### config.mk
export PLATFORM = sky130hd
export DESIGN_NAME = program_loader_flat
export DESIGN_NICKNAME = d
export VERILOG_FILES = /design/src/rtl/mips_pkg.sv /design/src/rtl/program_loader_if.sv /design/src/rtl/idle_timer.sv /design/src/rtl/program_loader.sv /design/src/flat_wrapper.sv
export SDC_FILE = /design/constraint.sdc
export NUM_CORES = 1
export LEC_CHECK = 0
export ABC_AREA = 1
export BUFFER_PORTS_ARGS = -buffer_cell sky130_fd_sc_hd__buf_2
export CORE_MARGIN = 2
export CORE_UTILIZATION = 55
export DETAILED_ROUTE_END_ITERATION = 8
export MAX_ROUTING_LAYER = met4
export PLACE_DENSITY = 0.78
export SYNTH_ARGS = -nofsm -noshare
export SYNTH_HDL_FRONTEND = slang
export SYNTH_SLANG_ARGS = --single-unit
### constraint.sdc
create_clock -name clk -period 2.05 [get_ports clk]
set_clock_uncertainty 0.1 [all_clocks]
set_input_delay 0.41 -clock clk [delete_from_list [all_inputs] [get_ports clk]]
set_output_delay 0.41 -clock clk [all_outputs]
set_load 0.1 [all_outputs]
### src/rtl/mips_pkg.sv
// Shared definitions for the program loader and its neighbours.
//   - loader_state_e : loader FSM states
//   - AddrWidth      : instruction memory byte-address width
//   - WordWidth      : instruction word width
//   - CountWidth     : width of the word_count input
//   - MaxWords       : instruction memory depth in words
package mips_pkg;

    localparam int unsigned AddrWidth  = 8;
    localparam int unsigned WordWidth  = 32;
    localparam int unsigned CountWidth = 7;
    localparam int unsigned MaxWords   = 64;

    typedef enum logic [2:0] {
        StIdle,
        StRecv,
        StWrite,
        StDone,
        StErr
    } loader_state_e;

endpackage

### src/rtl/program_loader_if.sv
// Bundle of the loader's control, byte-stream and instruction-memory signals.
// Modports:
//   master : the host side (drives start/word_count/byte stream, observes the rest)
//   slave  : the loader (accepts the byte stream, drives memory and status outputs)
// Signals:
//   start, word_count      : begin a load of word_count words
//   byte_valid, byte_data  : incoming program bytes, big-endian per word
//   byte_ready             : loader accepts a byte this cycle
//   imu_wen/addr/data_in   : instruction memory write port
//   cpu_clr                : holds the processor in clear while high
//   busy, done, err        : load status
interface program_loader_if;
    import mips_pkg::*;

    logic                  start;
    logic [CountWidth-1:0] word_count;
    logic                  byte_valid;
    logic [7:0]            byte_data;
    logic                  byte_ready;
    logic                  imu_wen;
    logic [AddrWidth-1:0]  imu_addr;
    logic [WordWidth-1:0]  imu_data_in;
    logic                  cpu_clr;
    logic                  busy;
    logic                  done;
    logic                  err;

    modport master (
        output start, word_count, byte_valid, byte_data,
        input  byte_ready, imu_wen, imu_addr, imu_data_in, cpu_clr, busy, done, err
    );

    modport slave (
        input  start, word_count, byte_valid, byte_data,
        output byte_ready, imu_wen, imu_addr, imu_data_in, cpu_clr, busy, done, err
    );

endinterface

### src/rtl/idle_timer.sv
// Idle-cycle counter for the byte stream.
// Ports:
//   clk     : clock
//   clr     : asynchronous active-low reset
//   restart : clears the count (held while not receiving, pulsed on each accepted byte)
//   expired : count has reached TIMEOUT-1
// The count saturates at TIMEOUT-1 so expired stays high until the next restart.
module idle_timer #(
    parameter int unsigned TIMEOUT = 1024
) (
    input  logic clk,
    input  logic clr,
    input  logic restart,
    output logic expired
);

    localparam int unsigned CntWidth = (TIMEOUT > 2) ? $clog2(TIMEOUT) : 1;
    localparam logic [CntWidth-1:0] Limit = CntWidth'(TIMEOUT - 1);

    logic [CntWidth-1:0] count_q, count_d;

    always_comb begin
        count_d = count_q;
        if (restart) begin
            count_d = '0;
        end else if (count_q != Limit) begin
            count_d = count_q + 1'b1;
        end
    end

    always_ff @(posedge clk or negedge clr) begin
        if (!clr) begin
            count_q <= '0;
        end else begin
            count_q <= count_d;
        end
    end

    assign expired = (count_q == Limit);

endmodule

### src/rtl/program_loader.sv
// Loads a program from a byte stream into instruction memory while holding the CPU
// in clear. Four bytes (first byte = MSB) form a word, written in a one-cycle WRITE
// state at consecutive word addresses starting at 0x00.
// Ports:
//   clk : clock
//   clr : asynchronous active-low reset
//   bus : program_loader_if.slave (start/word_count, byte stream, imu write port,
//         cpu_clr, busy/done/err)
// Parameters:
//   TIMEOUT   : max idle cycles between accepted bytes while receiving
//   MAX_WORDS : instruction memory depth in words
module program_loader
    import mips_pkg::*;
#(
    parameter int unsigned TIMEOUT   = 1024,
    parameter int unsigned MAX_WORDS = MaxWords
) (
    input  logic                   clk,
    input  logic                   clr,
    program_loader_if.slave        bus
);

    loader_state_e         state_q, state_d;
    logic [CountWidth-1:0] count_q, count_d;
    logic [CountWidth-1:0] word_cnt_q, word_cnt_d;
    logic [1:0]            byte_cnt_q, byte_cnt_d;
    logic [AddrWidth-1:0]  addr_q, addr_d;
    logic [WordWidth-1:0]  data_q, data_d;

    // Outputs are registered decodes of the next state, so they line up with state_q.
    logic byte_ready_q, imu_wen_q, cpu_clr_q, busy_q, done_q, err_q;

    logic accept;
    logic timer_restart;
    logic timer_expired;

    assign accept        = bus.byte_valid & byte_ready_q;
    assign timer_restart = (state_q != StRecv) | accept;

    idle_timer #(
        .TIMEOUT (TIMEOUT)
    ) u_idle_timer (
        .clk     (clk),
        .clr     (clr),
        .restart (timer_restart),
        .expired (timer_expired)
    );

    always_comb begin
        state_d    = state_q;
        count_d    = count_q;
        word_cnt_d = word_cnt_q;
        byte_cnt_d = byte_cnt_q;
        addr_d     = addr_q;
        data_d     = data_q;

        case (state_q)
            StIdle, StDone, StErr: begin
                if (bus.start) begin
                    count_d    = bus.word_count;
                    word_cnt_d = '0;
                    byte_cnt_d = '0;
                    addr_d     = '0;
                    if (bus.word_count == '0) begin
                        state_d = StDone;
                    end else if (32'(bus.word_count) > MAX_WORDS) begin
                        state_d = StErr;
                    end else begin
                        state_d = StRecv;
                    end
                end
            end
            StRecv: begin
                if (accept) begin
                    case (byte_cnt_q)
                        2'd0:    data_d[31:24] = bus.byte_data;
                        2'd1:    data_d[23:16] = bus.byte_data;
                        2'd2:    data_d[15:8]  = bus.byte_data;
                        default: data_d[7:0]   = bus.byte_data;
                    endcase
                    // Wraps to 0 after the 4th byte, ready for the next word.
                    byte_cnt_d = byte_cnt_q + 2'd1;
                    if (byte_cnt_q == 2'd3) begin
                        state_d = StWrite;
                    end
                end else if (timer_expired) begin
                    state_d = StErr;
                end
            end
            StWrite: begin
                addr_d     = addr_q + AddrWidth'(4);
                word_cnt_d = word_cnt_q + 1'b1;
                state_d    = (word_cnt_d == count_q) ? StDone : StRecv;
            end
            default: begin
                state_d = StIdle;
            end
        endcase
    end

    always_ff @(posedge clk or negedge clr) begin
        if (!clr) begin
            state_q      <= StIdle;
            count_q      <= '0;
            word_cnt_q   <= '0;
            byte_cnt_q   <= '0;
            addr_q       <= '0;
            data_q       <= '0;
            byte_ready_q <= 1'b0;
            imu_wen_q    <= 1'b0;
            cpu_clr_q    <= 1'b1;
            busy_q       <= 1'b0;
            done_q       <= 1'b0;
            err_q        <= 1'b0;
        end else begin
            state_q      <= state_d;
            count_q      <= count_d;
            word_cnt_q   <= word_cnt_d;
            byte_cnt_q   <= byte_cnt_d;
            addr_q       <= addr_d;
            data_q       <= data_d;
            byte_ready_q <= (state_d == StRecv);
            imu_wen_q    <= (state_d == StWrite);
            cpu_clr_q    <= (state_d != StDone);
            busy_q       <= (state_d == StRecv) || (state_d == StWrite);
            done_q       <= (state_d == StDone);
            err_q        <= (state_d == StErr);
        end
    end

    assign bus.byte_ready  = byte_ready_q;
    assign bus.imu_wen     = imu_wen_q;
    assign bus.imu_addr    = addr_q;
    assign bus.imu_data_in = data_q;
    assign bus.cpu_clr     = cpu_clr_q;
    assign bus.busy        = busy_q;
    assign bus.done        = done_q;
    assign bus.err         = err_q;

endmodule

### src/flat_wrapper.sv
// flat-port wrapper written by rule: the top's interface ports become plain ports
module program_loader_flat import mips_pkg::*;
#(
    parameter int unsigned TIMEOUT   = 1024,
    parameter int unsigned MAX_WORDS = MaxWords
)
  (clk, clr, bus_start, bus_word_count, bus_byte_valid, bus_byte_data, bus_byte_ready, bus_imu_wen, bus_imu_addr, bus_imu_data_in, bus_cpu_clr, bus_busy, bus_done, bus_err);
  program_loader_if bus_i ();
  input  logic clk;
  input  logic clr;
  input wire logic [$bits(bus_i.start)-1:0] bus_start;
  input wire logic [$bits(bus_i.word_count)-1:0] bus_word_count;
  input wire logic [$bits(bus_i.byte_valid)-1:0] bus_byte_valid;
  input wire logic [$bits(bus_i.byte_data)-1:0] bus_byte_data;
  output wire logic [$bits(bus_i.byte_ready)-1:0] bus_byte_ready;
  output wire logic [$bits(bus_i.imu_wen)-1:0] bus_imu_wen;
  output wire logic [$bits(bus_i.imu_addr)-1:0] bus_imu_addr;
  output wire logic [$bits(bus_i.imu_data_in)-1:0] bus_imu_data_in;
  output wire logic [$bits(bus_i.cpu_clr)-1:0] bus_cpu_clr;
  output wire logic [$bits(bus_i.busy)-1:0] bus_busy;
  output wire logic [$bits(bus_i.done)-1:0] bus_done;
  output wire logic [$bits(bus_i.err)-1:0] bus_err;
  assign bus_i.start = bus_start;
  assign bus_i.word_count = bus_word_count;
  assign bus_i.byte_valid = bus_byte_valid;
  assign bus_i.byte_data = bus_byte_data;
  assign bus_byte_ready = bus_i.byte_ready;
  assign bus_imu_wen = bus_i.imu_wen;
  assign bus_imu_addr = bus_i.imu_addr;
  assign bus_imu_data_in = bus_i.imu_data_in;
  assign bus_cpu_clr = bus_i.cpu_clr;
  assign bus_busy = bus_i.busy;
  assign bus_done = bus_i.done;
  assign bus_err = bus_i.err;
  program_loader #(.TIMEOUT(TIMEOUT), .MAX_WORDS(MAX_WORDS)) u_core (.clk(clk), .clr(clr), .bus(bus_i));
endmodule
==> impl_metrics.py, run 1 <==
metrics = {
    "logic_synthesis": {
        "synth.distinct_cells": 34,
        "yosys-top-cells-area": "dfrtp_1, nand2_1, o21ai_1",
        "syn_inst": 375,
        "ys.warnings.count": 0,
        "synth_area_mm2": 0.00332,
        "ys_seq_area_share_pct": 55.0,
        "avgSynthCellArea_um2": 8.87,
        "synth-seq-cells": 73,
        "synth_top_cell_area_share_pct": 54.2,
        "synth.largest_area_cell": "dfrtp_1",
    },
    "floorplan": {
        "coreArea_mm2": 0.00589,
        "io_pins": 65,
        "start_util_pct": 56.5,
        "die_x_um": 81.7,
        "dieArea_mm2": 0.00668,
        "rows": 28,
        "die_h_um": 81.7,
    },
    "sta": {
        "relSlewSlack_pct": 66.6,
        "achievable-frequency_ghz": 0.552,
        "setup_tns_ns": 0,
        "rsz0062_at_grt": "false",
        "tightest_slew_ns": 0.499,
        "drv_slew": 0,
        "period_share_pct": 88.4,
        "post-route-min-period_ns": 1.81,
        "finalHoldViolations": 0,
        "setup_viol": 0,
    },
    "clocking": {
        "worst_skew_pair.late_latency_ns": 0.34,
        "htree_levels": 3,
        "clk_path_buf_depth": 2,
        "post-cts-setup-buffer-count": 0,
        "cts_buffers": 9,
        "cts_sinks": 73,
        "post_cts_resized": 0,
        "postCtsHoldBufs": 1,
        "path_clk_slew_ns": 0.07,
        "cts_root_buf": "clkbuf_8",
        "tritoncts": "built",
    },
    "setup_path": {
        "crit_chain": "nand3_1 -> o21ai_1 -> nand2_2 -> nand2_1 -> inv_2 -> a22o_1",
        "critPathKind": "reg -> reg",
        "ff2ff_setup_slack_ns": 0.24,
        "slowest_stage": "dfrtp_1",
        "rr_worst_depth": 6,
        "rr_endpoint": "u_core.bus.imu_addr[3]$_DFFE_PN0P_",
        "crit_buf_inv": 1,
        "crit_family": "simple AND/OR/NAND/NOR gates",
        "r2r-start": "u_core.state_q[0]$_DFF_PN0_",
        "required_ns": 2.19,
        "crit_arrival_ns": 1.95,
        "crit_path_max_fanout": 11,
        "crit_path_end_kind": "flip-flop",
        "path_depth": 6,
        "worst_setup_path_start_kind": "flip-flop",
        "slowest_delay_ns": 0.46,
    },
    "drt": {
        "drt_iter0_markers": 169,
        "firstDrtPassIters": 4,
        "via_count": 2704,
        "post_drt_wl_per_cell_um": 13.5,
        "wl_um": 7140,
        "antenna_left": 0,
        "drcViolationCount": 0,
        "vias_per_cell": 5.12,
    },
    "run": {
        "max_cap_viol_count": 0,
    },
    "grt": {
        "grt_pass1_wl_um": 11900,
        "grt_util_all_layers_pct": 24.5,
        "grt_overflow": 0,
        "antenna_found_initial": 0,
        "grt_max_degree": 74,
        "grt_pass1_vias": 2627,
    },
    "hold_path": {
        "hp-start": "bus_word_count[0]",
        "hp-class": "in -> reg",
        "min_path_cells": 3,
        "min_to": "u_core.count_q[0]$_DFFE_PN0P_",
    },
    "finish": {
        "finish.net_count": 475,
        "syn_to_final_growth_pct": 20.7,
        "fill_cells": 486,
        "final_cells": 528,
        "drive_above_1_share_pct": 23.8,
        "final_cell_mix": "nand2_1, dfrtp_1, buf_2, o21ai_1, inv_1",
        "num_antenna_cells": 0,
        "final_common_cell": "nand2_1",
    },
    "placed_design": {
        "finalWeightedCongestion": 0.837,
        "dp.cells": 511,
        "portBuffers": 62,
        "place_hpwl_um": 5170,
    },
    "run_status": {
        "outcome": "finished, final reports clean",
    },
}
## tightest hold or removal path, stage by stage
cell and delay (ns):
buf_2 0.09, nand2_1 0.05, nand2_1 0.05
## routing by layer
metal	track usage [%]	routed length [µm]
met5	-	0
met2	37.8	3350
met1	31.4	3250
met3	5.71	414
met4	9.67	121
## kinds of logic (layout without fill, tap and decap cells)
group                    count (synthesis)  in the layout  synth area share, %
flip-flops                              73             73                 55.0
adder cells (fa/ha/maj)                  8              8                 3.01
AO/OA/AOI/OAI                           69             69                 11.2
AND/OR/NAND/NOR                        167            167                 23.1
XOR/XNOR                                 3              3                0.791
other                                    1              2                0.113
buffers and inverters                   54            131                 6.85
## state kept, by name (all words and copies together), names as in the netlist
signal	count
u_core.state_q	3
u_core.word_cnt_q	7
u_core.count_q	7
u_core.bus.imu_wen	1
u_core.bus.err	1
u_core.bus.busy	1
u_core.bus.cpu_clr	1
u_core.bus.done	1
u_core.bus.imu_addr	6
u_core.bus.byte_ready	1
u_core.byte_cnt_q	2
u_core.u_idle_timer.count_q	10
u_core.bus.imu_data_in	32
## worst max-delay path by stage
stage	from	to	slack, ns
after floorplan	u_core.bus.imu_addr[2]$_DFFE_PN0P_	u_core.bus.imu_addr[6]$_DFFE_PN0P_	0.16
after global placement	u_core.word_cnt_q[0]$_DFFE_PN0P_	u_core.bus.busy$_DFF_PN0_	0.34
after detailed placement	u_core.word_cnt_q[0]$_DFFE_PN0P_	u_core.bus.busy$_DFF_PN0_	0.27
after CTS	u_core.bus.cpu_clr$_DFF_PN1_	bus_cpu_clr	0.24
after global routing	u_core.word_cnt_q[0]$_DFFE_PN0P_	u_core.bus.busy$_DFF_PN0_	0.06
final	u_core.state_q[0]$_DFF_PN0_	u_core.bus.imu_addr[3]$_DFFE_PN0P_	0.24
## Yosys cell counts
master and n:
o221ai_1 1, nand3_2 2, a211oi_1 1, inv_1 38, a31oi_1 3, nor3_1 3, a22o_1 1, nand4_1 2
a21oi_1 8, o21ai_0 8, xor2_1 2, o22ai_1 5, nor2_4 1, nand3b_1 3, nor3_2 2, nand3_4 3
xnor2_1 1, ha_1 8, o31ai_1 1, a21oi_2 1, conb_1 1, clkinv_2 1, dfrtp_1 72, dfstp_2 1
nor2_2 1, buf_4 3, inv_2 7, nand2_2 4, o21ai_1 40, nand3_1 27, nand2_1 100, nor2_1 19
buf_6 1, buf_2 4
## metrics by stage
step           area [µm²]  setup WS [ns]  util (%)  hold WS (ns)
2_1_floorplan        3330          0.158         -        0.0144
3_3_place_gp         3740          0.336      63.5         0.367
3_5_place_dp         3740          0.265      63.5         0.364
4_1_cts              4010          0.243      68.2         0.173
5_1_grt              4010         0.0643      68.2         0.185
6_report             4010          0.237      68.2         0.183
## layout make-up
class,count,area (µm²),area share [%]
clock buffer,9,124,3.09
tap,75,93.8,2.34
multi-input combinational,249,1270,31.7
clock inverter,7,143,3.55
timing repair buffer,69,378,9.41
sequential,73,1830,45.6
inverter,46,174,4.33
Power of run 1 is not shown: default switching activity piles up to over one toggle a cycle in this logic, so the estimate is an artifact.
==> run 2: changes to the inputs <==
--- a/config.mk
+++ b/config.mk
@@ -5,7 +5,6 @@
 export SDC_FILE = /design/constraint.sdc
 export NUM_CORES = 1
 export LEC_CHECK = 0
-export ABC_AREA = 1
 export BUFFER_PORTS_ARGS = -buffer_cell sky130_fd_sc_hd__buf_2
 export CORE_MARGIN = 2
 export CORE_UTILIZATION = 55
==> constraint.sdc (replaced) <==
create_clock -name clk -period 1.7 [get_ports clk]
set_clock_uncertainty 0.1 [all_clocks]
set_input_delay 0.34 -clock clk [delete_from_list [all_inputs] [get_ports clk]]
set_output_delay 0.34 -clock clk [all_outputs]
set_load 0.1 [all_outputs]
==> run 2 against run 1 <==
  * The run now ends with negative setup slack left
  * Register-to-register slack worse by 0.27 ns
  * Critical path depth down 1
  * Sequential cell count unchanged
  * Synthesized area down 0.41%
  * Utilization up 4.8 points
  * Sequential share of layout area down 2.7 points
  * Via count down 8.9%
==> impl_metrics.py, run 2 <==
metrics = {
    "sta": {
        "rsz0062_at_grt": "true",
        "drv_slew": 0,
        "post-route-worst-setup-slack_ns": -0.0331,
        "holdWs_ns": 0.141,
        "post-route-min-period_ns": 1.73,
        "period_share_pct": 102,
        "achievable-frequency_ghz": 0.577,
        "setup_tns_ns": -0.0835,
        "finalHoldViolations": 0,
        "setup_viol": 3,
    },
    "finish": {
        "final_util_pct": 73.0,
        "largest_register_ffs": 32,
        "final_cell_mix": "dfrtp_1, buf_2, mux2_2, buf_4, nand2_1",
        "num_antenna_cells": 0,
        "syn_to_final_growth_pct": 29.8,
        "final_cells": 460,
        "stdcell_area_mm2": 0.00430,
        "seq_area_mm2": 0.00184,
        "fill_cells": 398,
        "finish.net_count": 407,
        "multi_input_area_mm2": 0.00157,
        "drive_above_1_share_pct": 48.3,
        "final_common_cell": "dfrtp_1",
    },
    "setup_path": {
        "critPathKind": "reg -> reg",
        "crit_buf_inv": 0,
        "slowest_stage": "dfrtp_2",
        "slowest_delay_ns": 0.45,
        "required_ns": 1.88,
        "crit_chain": "or3b_1 -> nor3_4 -> nand4_2 -> o31ai_4 -> and2_1",
        "crit_path_max_fanout": 6,
        "crit_family": "simple AND/OR/NAND/NOR gates",
        "crit_path_end_kind": "flip-flop",
        "crit_arrival_ns": 1.92,
        "worst_setup_path_start_kind": "flip-flop",
        "rr_worst_depth": 5,
        "path_depth": 5,
    },
    "drt": {
        "via_count": 2462,
        "firstDrtPassIters": 4,
        "drt_iter0_markers": 133,
        "wl_um": 7160,
        "antenna_left": 0,
        "vias_per_cell": 5.35,
        "drcViolationCount": 0,
        "post_drt_wl_per_cell_um": 15.6,
    },
    "clocking": {
        "tritoncts": "built",
        "cts_root_buf": "clkbuf_8",
        "path_clk_slew_ns": 0.08,
        "worst_skew_pair.late_latency_ns": 0.34,
        "cts_sinks": 73,
        "htree_levels": 3,
        "clk_path_buf_depth": 2,
        "cts_buffers": 9,
    },
    "logic_synthesis": {
        "synth.distinct_cells": 41,
        "ys_seq_area_share_pct": 55.2,
        "synthTopCellsByCount": "dfrtp_1, mux2_2, nand2_1, o21ai_0, nor2_1",
        "ys.flop_type": "dfrtp_1",
        "ys.warnings.count": 0,
        "syn_inst": 282,
        "synthMostInstantiatedCell": "dfrtp_1",
        "synth-seq-cells": 73,
        "synth-async-reset-ratio_pct": 100,
        "yosys-top-cells-area": "dfrtp_1, mux2_2, nand2_1",
        "synth_edf_count": 0,
        "synth_top_cell_area_share_pct": 54.4,
        "synth.largest_area_cell": "dfrtp_1",
        "avgSynthCellArea_um2": 11.7,
        "synth_area_mm2": 0.00331,
    },
    "floorplan": {
        "die_x_um": 81.6,
        "rows": 28,
        "die_h_um": 81.6,
        "coreArea_mm2": 0.00589,
        "dieArea_mm2": 0.00666,
        "io_pins": 65,
        "start_util_pct": 56.2,
    },
    "grt": {
        "antenna_found_initial": 0,
        "grt_pass1_wl_um": 11100,
        "grt_util_all_layers_pct": 23.0,
        "grt_max_degree": 74,
        "grt_pass1_vias": 2367,
        "grt_overflow": 0,
    },
    "run_status": {
        "outcome": "complete, but fails checks",
        "violations": "negative setup slack",
    },
    "placed_design": {
        "portBuffers": 62,
        "place_hpwl_um": 4930,
        "pre_cts_slack_ns": -0.0813,
        "finalWeightedCongestion": 0.806,
        "place_area_mm2": 0.00394,
        "dp.cells": 440,
    },
    "pwr": {
        "p_leak_nw": 2.14,
        "power.density_mw_per_mm2": 1980,
        "ir_drop_mv": 2.04,
        "power_mw": 8.51,
    },
    "hold_path": {
        "hp-class": "in -> reg",
        "min_path_cells": 2,
    },
    "run": {
        "max_cap_viol_count": 0,
    },
}
[run 2: final cells by class]
class / count / share of cell area, %
Clock inverter: 5 / 0.902
Multi-Input combinational cell: 196 / 36.4
Sequential cell: 73 / 42.8
Tap cell: 75 / 2.18
Inverter: 4 / 0.349
Clock buffer: 11 / 3.52
Timing Repair Buffer: 96 / 13.8
[run 2: final timing paths]
kind | end | slack, ns | from
max in group asynchronous | u_core.bus.cpu_clr$_DFF_PN1_ | 0.71 | clr
worst max-delay path | u_core.bus.done$_DFF_PN0_ | -0.03 | u_core.state_q[2]$_DFF_PN0_
min in group asynchronous | u_core.bus.imu_addr[6]$_DFFE_PN0P_ | 0.45 | clr
worst max register to register | u_core.bus.done$_DFF_PN0_ | -0.03 | u_core.state_q[2]$_DFF_PN0_
worst min-delay path | u_core.count_q[3]$_DFFE_PN0P_ | 0.14 | bus_word_count[3]
worst min register to register | u_core.bus.imu_addr[7]$_DFFE_PN0P_ | 0.38 | u_core.bus.imu_addr[7]$_DFFE_PN0P_
[run 2: report_power, final]
group / total (mW) / internal [mW] / leakage (nW) / switching [mW]
sequential: 2.56 / 2.25 / 0.944 / 0.311
clock: 1.28 / 0.614 / 0.0842 / 0.669
combinational: 4.67 / 1.10 / 1.11 / 3.57
total: 8.51 / 3.96 / 2.14 / 4.55
[run 2: routing by layer]
layer | track usage [%] | up-vias | share of wire [%]
li1 | - | 1179 | -
met1 | 29.6 | 1203 | 44
met2 | 35.5 | 66 | 48
met3 | 3.96 | 14 | 4.9
met4 | 11.7 | 0 | 2.2
met5 | - | - | 0
[run 2: worst register-to-register path, cell delays in order, from the launching register on]
cell	delay (ns)
dfrtp_2	0.45
or3b_1	0.43
nor3_4	0.14
nand4_2	0.13
o31ai_4	0.27
and2_1	0.16
[run 2: repair_timing]
action	CTS	global route
setup endpoints to repair	42	56
hold endpoints to repair	72	0
pin swaps	8	9
buffers inserted	3	1
resized for setup	6	28
hold buffers	1	0
[run 2: cell families after synthesis]
family                     share of synthesized area [%]
AOI/OAI and AO/OA                                   6.24
xor gates and xnor gates                            5.56
adders and majority gates                           3.02
buffers and inverters                               2.19
DFF                                                 55.2
muxes                                               13.6
other                                              0.113
and+or+nand+nor                                     14.1
(Power assumes the default switching activity.)
==> run 3: changes to the inputs <==
--- a/config.mk
+++ b/config.mk
@@ -6,6 +6,7 @@
 export NUM_CORES = 1
 export LEC_CHECK = 0
 export BUFFER_PORTS_ARGS = -buffer_cell sky130_fd_sc_hd__buf_2
+export CORE_ASPECT_RATIO = 0.9
 export CORE_MARGIN = 2
 export CORE_UTILIZATION = 55
 export DETAILED_ROUTE_END_ITERATION = 8
==> run 3 against run 2 <==
  * The run ends with design-rule violations, negative setup slack left
  * Global-route usage up 0.061 points
  * Via count increased by 2.1%
  * Sequential share of layout area decreased by 1.1 points
  * Utilization increased by 3.5 points
  * Count of clock-buffer cells in the layout fell by 2
  * Maximum frequency down 3.8%
  * Critical endpoint is now u_core.bus.busy$_DFF_PN0_
  * Cell count is 0.65% higher
  * Largest cell class unchanged
==> impl_metrics.py, run 3 (synthesized netlist as in run 2, its figures left out) <==
metrics = {
    "placed_design": {
        "pre_cts_slack_ns": -0.122,
        "finalWeightedCongestion": 0.805,
        "dp.cells": 439,
        "portBuffers": 62,
        "place_hpwl_um": 4750,
        "place_area_mm2": 0.00397,
    },
    "setup_path": {
        "required_ns": 1.84,
        "crit_arrival_ns": 1.94,
        "slowest_stage": "dfrtp_1",
        "crit_family": "simple AND/OR/NAND/NOR gates",
        "critPathKind": "reg -> reg",
        "path_depth": 5,
        "crit_end": "u_core.bus.busy$_DFF_PN0_",
        "rr_endpoint": "u_core.bus.busy$_DFF_PN0_",
        "worst_setup_path_start_kind": "flip-flop",
        "startpoint": "u_core.state_q[2]$_DFF_PN0_",
        "rr_worst_depth": 5,
        "crit_path_max_fanout": 5,
        "crit_path_end_kind": "flip-flop",
        "ff2ff_setup_slack_ns": -0.10,
        "crit_buf_inv": 0,
        "slowest_delay_ns": 0.46,
        "r2r-start": "u_core.state_q[2]$_DFF_PN0_",
        "crit_chain": "or3b_4 -> nor3_4 -> nand4_2 -> o31ai_4 -> o21ai_1",
    },
    "run_status": {
        "outcome": "complete, but fails checks",
        "violations": "design-rule violations, negative setup slack",
    },
    "drt": {
        "vias_per_cell": 5.43,
        "antenna_left": 0,
        "drcViolationCount": 8,
        "drt_iter0_markers": 117,
        "wl_um": 7020,
        "firstDrtPassIters": 9,
        "post_drt_wl_per_cell_um": 15.2,
        "via_count": 2513,
    },
    "floorplan": {
        "die_x_um": 85.8,
        "coreArea_mm2": 0.00576,
        "start_util_pct": 57.5,
        "die_h_um": 77.6,
        "io_pins": 65,
        "rows": 26,
        "dieArea_mm2": 0.00666,
    },
    "hold_path": {
        "hp-class": "in -> reg",
    },
    "finish": {
        "finish.net_count": 415,
        "syn_to_final_growth_pct": 33.0,
        "stdcell_area_mm2": 0.00440,
        "num_antenna_cells": 0,
        "final_cell_mix": "dfrtp_1, buf_2, buf_4, mux2_2, nand2_1",
        "final_common_cell": "dfrtp_1",
        "drive_above_1_share_pct": 48.1,
        "final_cells": 463,
        "largest_register_ffs": 32,
    },
    "sta": {
        "setup_tns_ns": -0.719,
        "setup_viol": 14,
        "finalHoldViolations": 0,
        "post-route-worst-setup-slack_ns": -0.101,
        "achievable-frequency_ghz": 0.555,
        "post-route-min-period_ns": 1.80,
        "drv_slew": 0,
        "period_share_pct": 106,
        "rsz0062_at_grt": "true",
    },
    "grt": {
        "antenna_found_initial": 0,
        "grt_overflow": 0,
        "grt_pass1_wl_um": 11400,
        "grt_pass1_vias": 2415,
        "grt_max_degree": 74,
        "grt_util_all_layers_pct": 23.1,
    },
    "clocking": {
        "htree_levels": 3,
        "cts_buffers": 9,
        "cts_root_buf": "clkbuf_8",
        "path_clk_slew_ns": 0.08,
        "cts_sinks": 73,
        "tritoncts": "built",
        "worst_skew_pair.late_latency_ns": 0.36,
        "clk_path_buf_depth": 2,
    },
    "pwr": {
        "pwr-share-seq_pct": 29.5,
        "power.density_mw_per_mm2": 1960,
        "combPwrFrac_pct": 55.7,
        "p_switching_mw": 4.62,
        "ir_drop_mv": 0.932,
        "sw_frac_of_total_pct": 53.5,
        "intPower_mw": 4.01,
        "p_leak_nw": 2.19,
        "clkPwrFrac_pct": 14.8,
        "power_mw": 8.63,
    },
    "run": {
        "max_cap_viol_count": 0,
    },
}
[run 3: area by class of cell]
type	count	area [µm²]
Clock buffer	9	124
Clock inverter	7	58.8
Fill cell	365	1350
Inverter	4	15.0
Multi-Input combinational cell	196	1590
Sequential cell	73	1840
Tap cell	70	87.6
Timing Repair Buffer	104	688
[run 3: worst min path at each step]
| stage | from | end | slack, ns | cells after the start |
|---|---|---|---|---|
| after detailed placement | clr | u_core.count_q[4]$_DFFE_PN0P_ | 0.30 | 2 |
| final | bus_word_count[2] | u_core.count_q[2]$_DFFE_PN0P_ | 0.13 | 2 |
| after floorplan | clr | u_core.bus.busy$_DFF_PN0_ | -0.06 | 0 |
| after global placement | clr | u_core.count_q[4]$_DFFE_PN0P_ | 0.29 | 2 |
| after CTS | bus_word_count[2] | u_core.count_q[2]$_DFFE_PN0P_ | 0.11 | 2 |
| after global routing | bus_word_count[3] | u_core.count_q[3]$_DFFE_PN0P_ | 0.12 | 2 |
[run 3: power groups by stage]
stage / Clock [mW] / Combinational [mW] / Sequential, mW
2_1_floorplan: 0 / 0.964 / 5.20
3_3_place_gp: 0 / 4.41 / 2.53
3_5_place_dp: 0 / 4.46 / 2.56
4_1_cts: 1.31 / 4.51 / 2.53
5_1_grt: 1.38 / 4.98 / 2.61
6_report: 1.27 / 4.81 / 2.55
[run 3: through the flow]
| stage | hold WS (ns) | util [%] |
|---|---|---|
| after floorplan | -0.0556 | - |
| after global placement | 0.294 | 68.9 |
| after detailed placement | 0.296 | 68.9 |
| after CTS | 0.113 | 73.0 |
| after global routing | 0.119 | 76.5 |
| final | 0.126 | 76.5 |
[run 3: worst register-to-register path, stage by stage (launching register included)]
cell and delay [ns]:
dfrtp_1 0.46, or3b_4 0.42, nor3_4 0.13, nand4_2 0.13, o31ai_4 0.32, o21ai_1 0.12
[run 3: timing repair]
action / in CTS / in global routing
buffers inserted: 2 / 5
pin swaps: 4 / 9
hold endpoints to repair: 72 / 0
endpoints found under the setup margin: 55 / 57
gates resized for setup: 10 / 38
hold buffers: 1 / 0
[run 3: routing by layer]
layer / share of wire [%] / vias to the layer above / global-route usage [%]
li1: - / 1195 / -
met1: 44 / 1218 / 28.9
met2: 48 / 82 / 36.4
met3: 5.4 / 18 / 5.64
met4: 2.5 / 0 / 9.05
met5: 0 / - / -
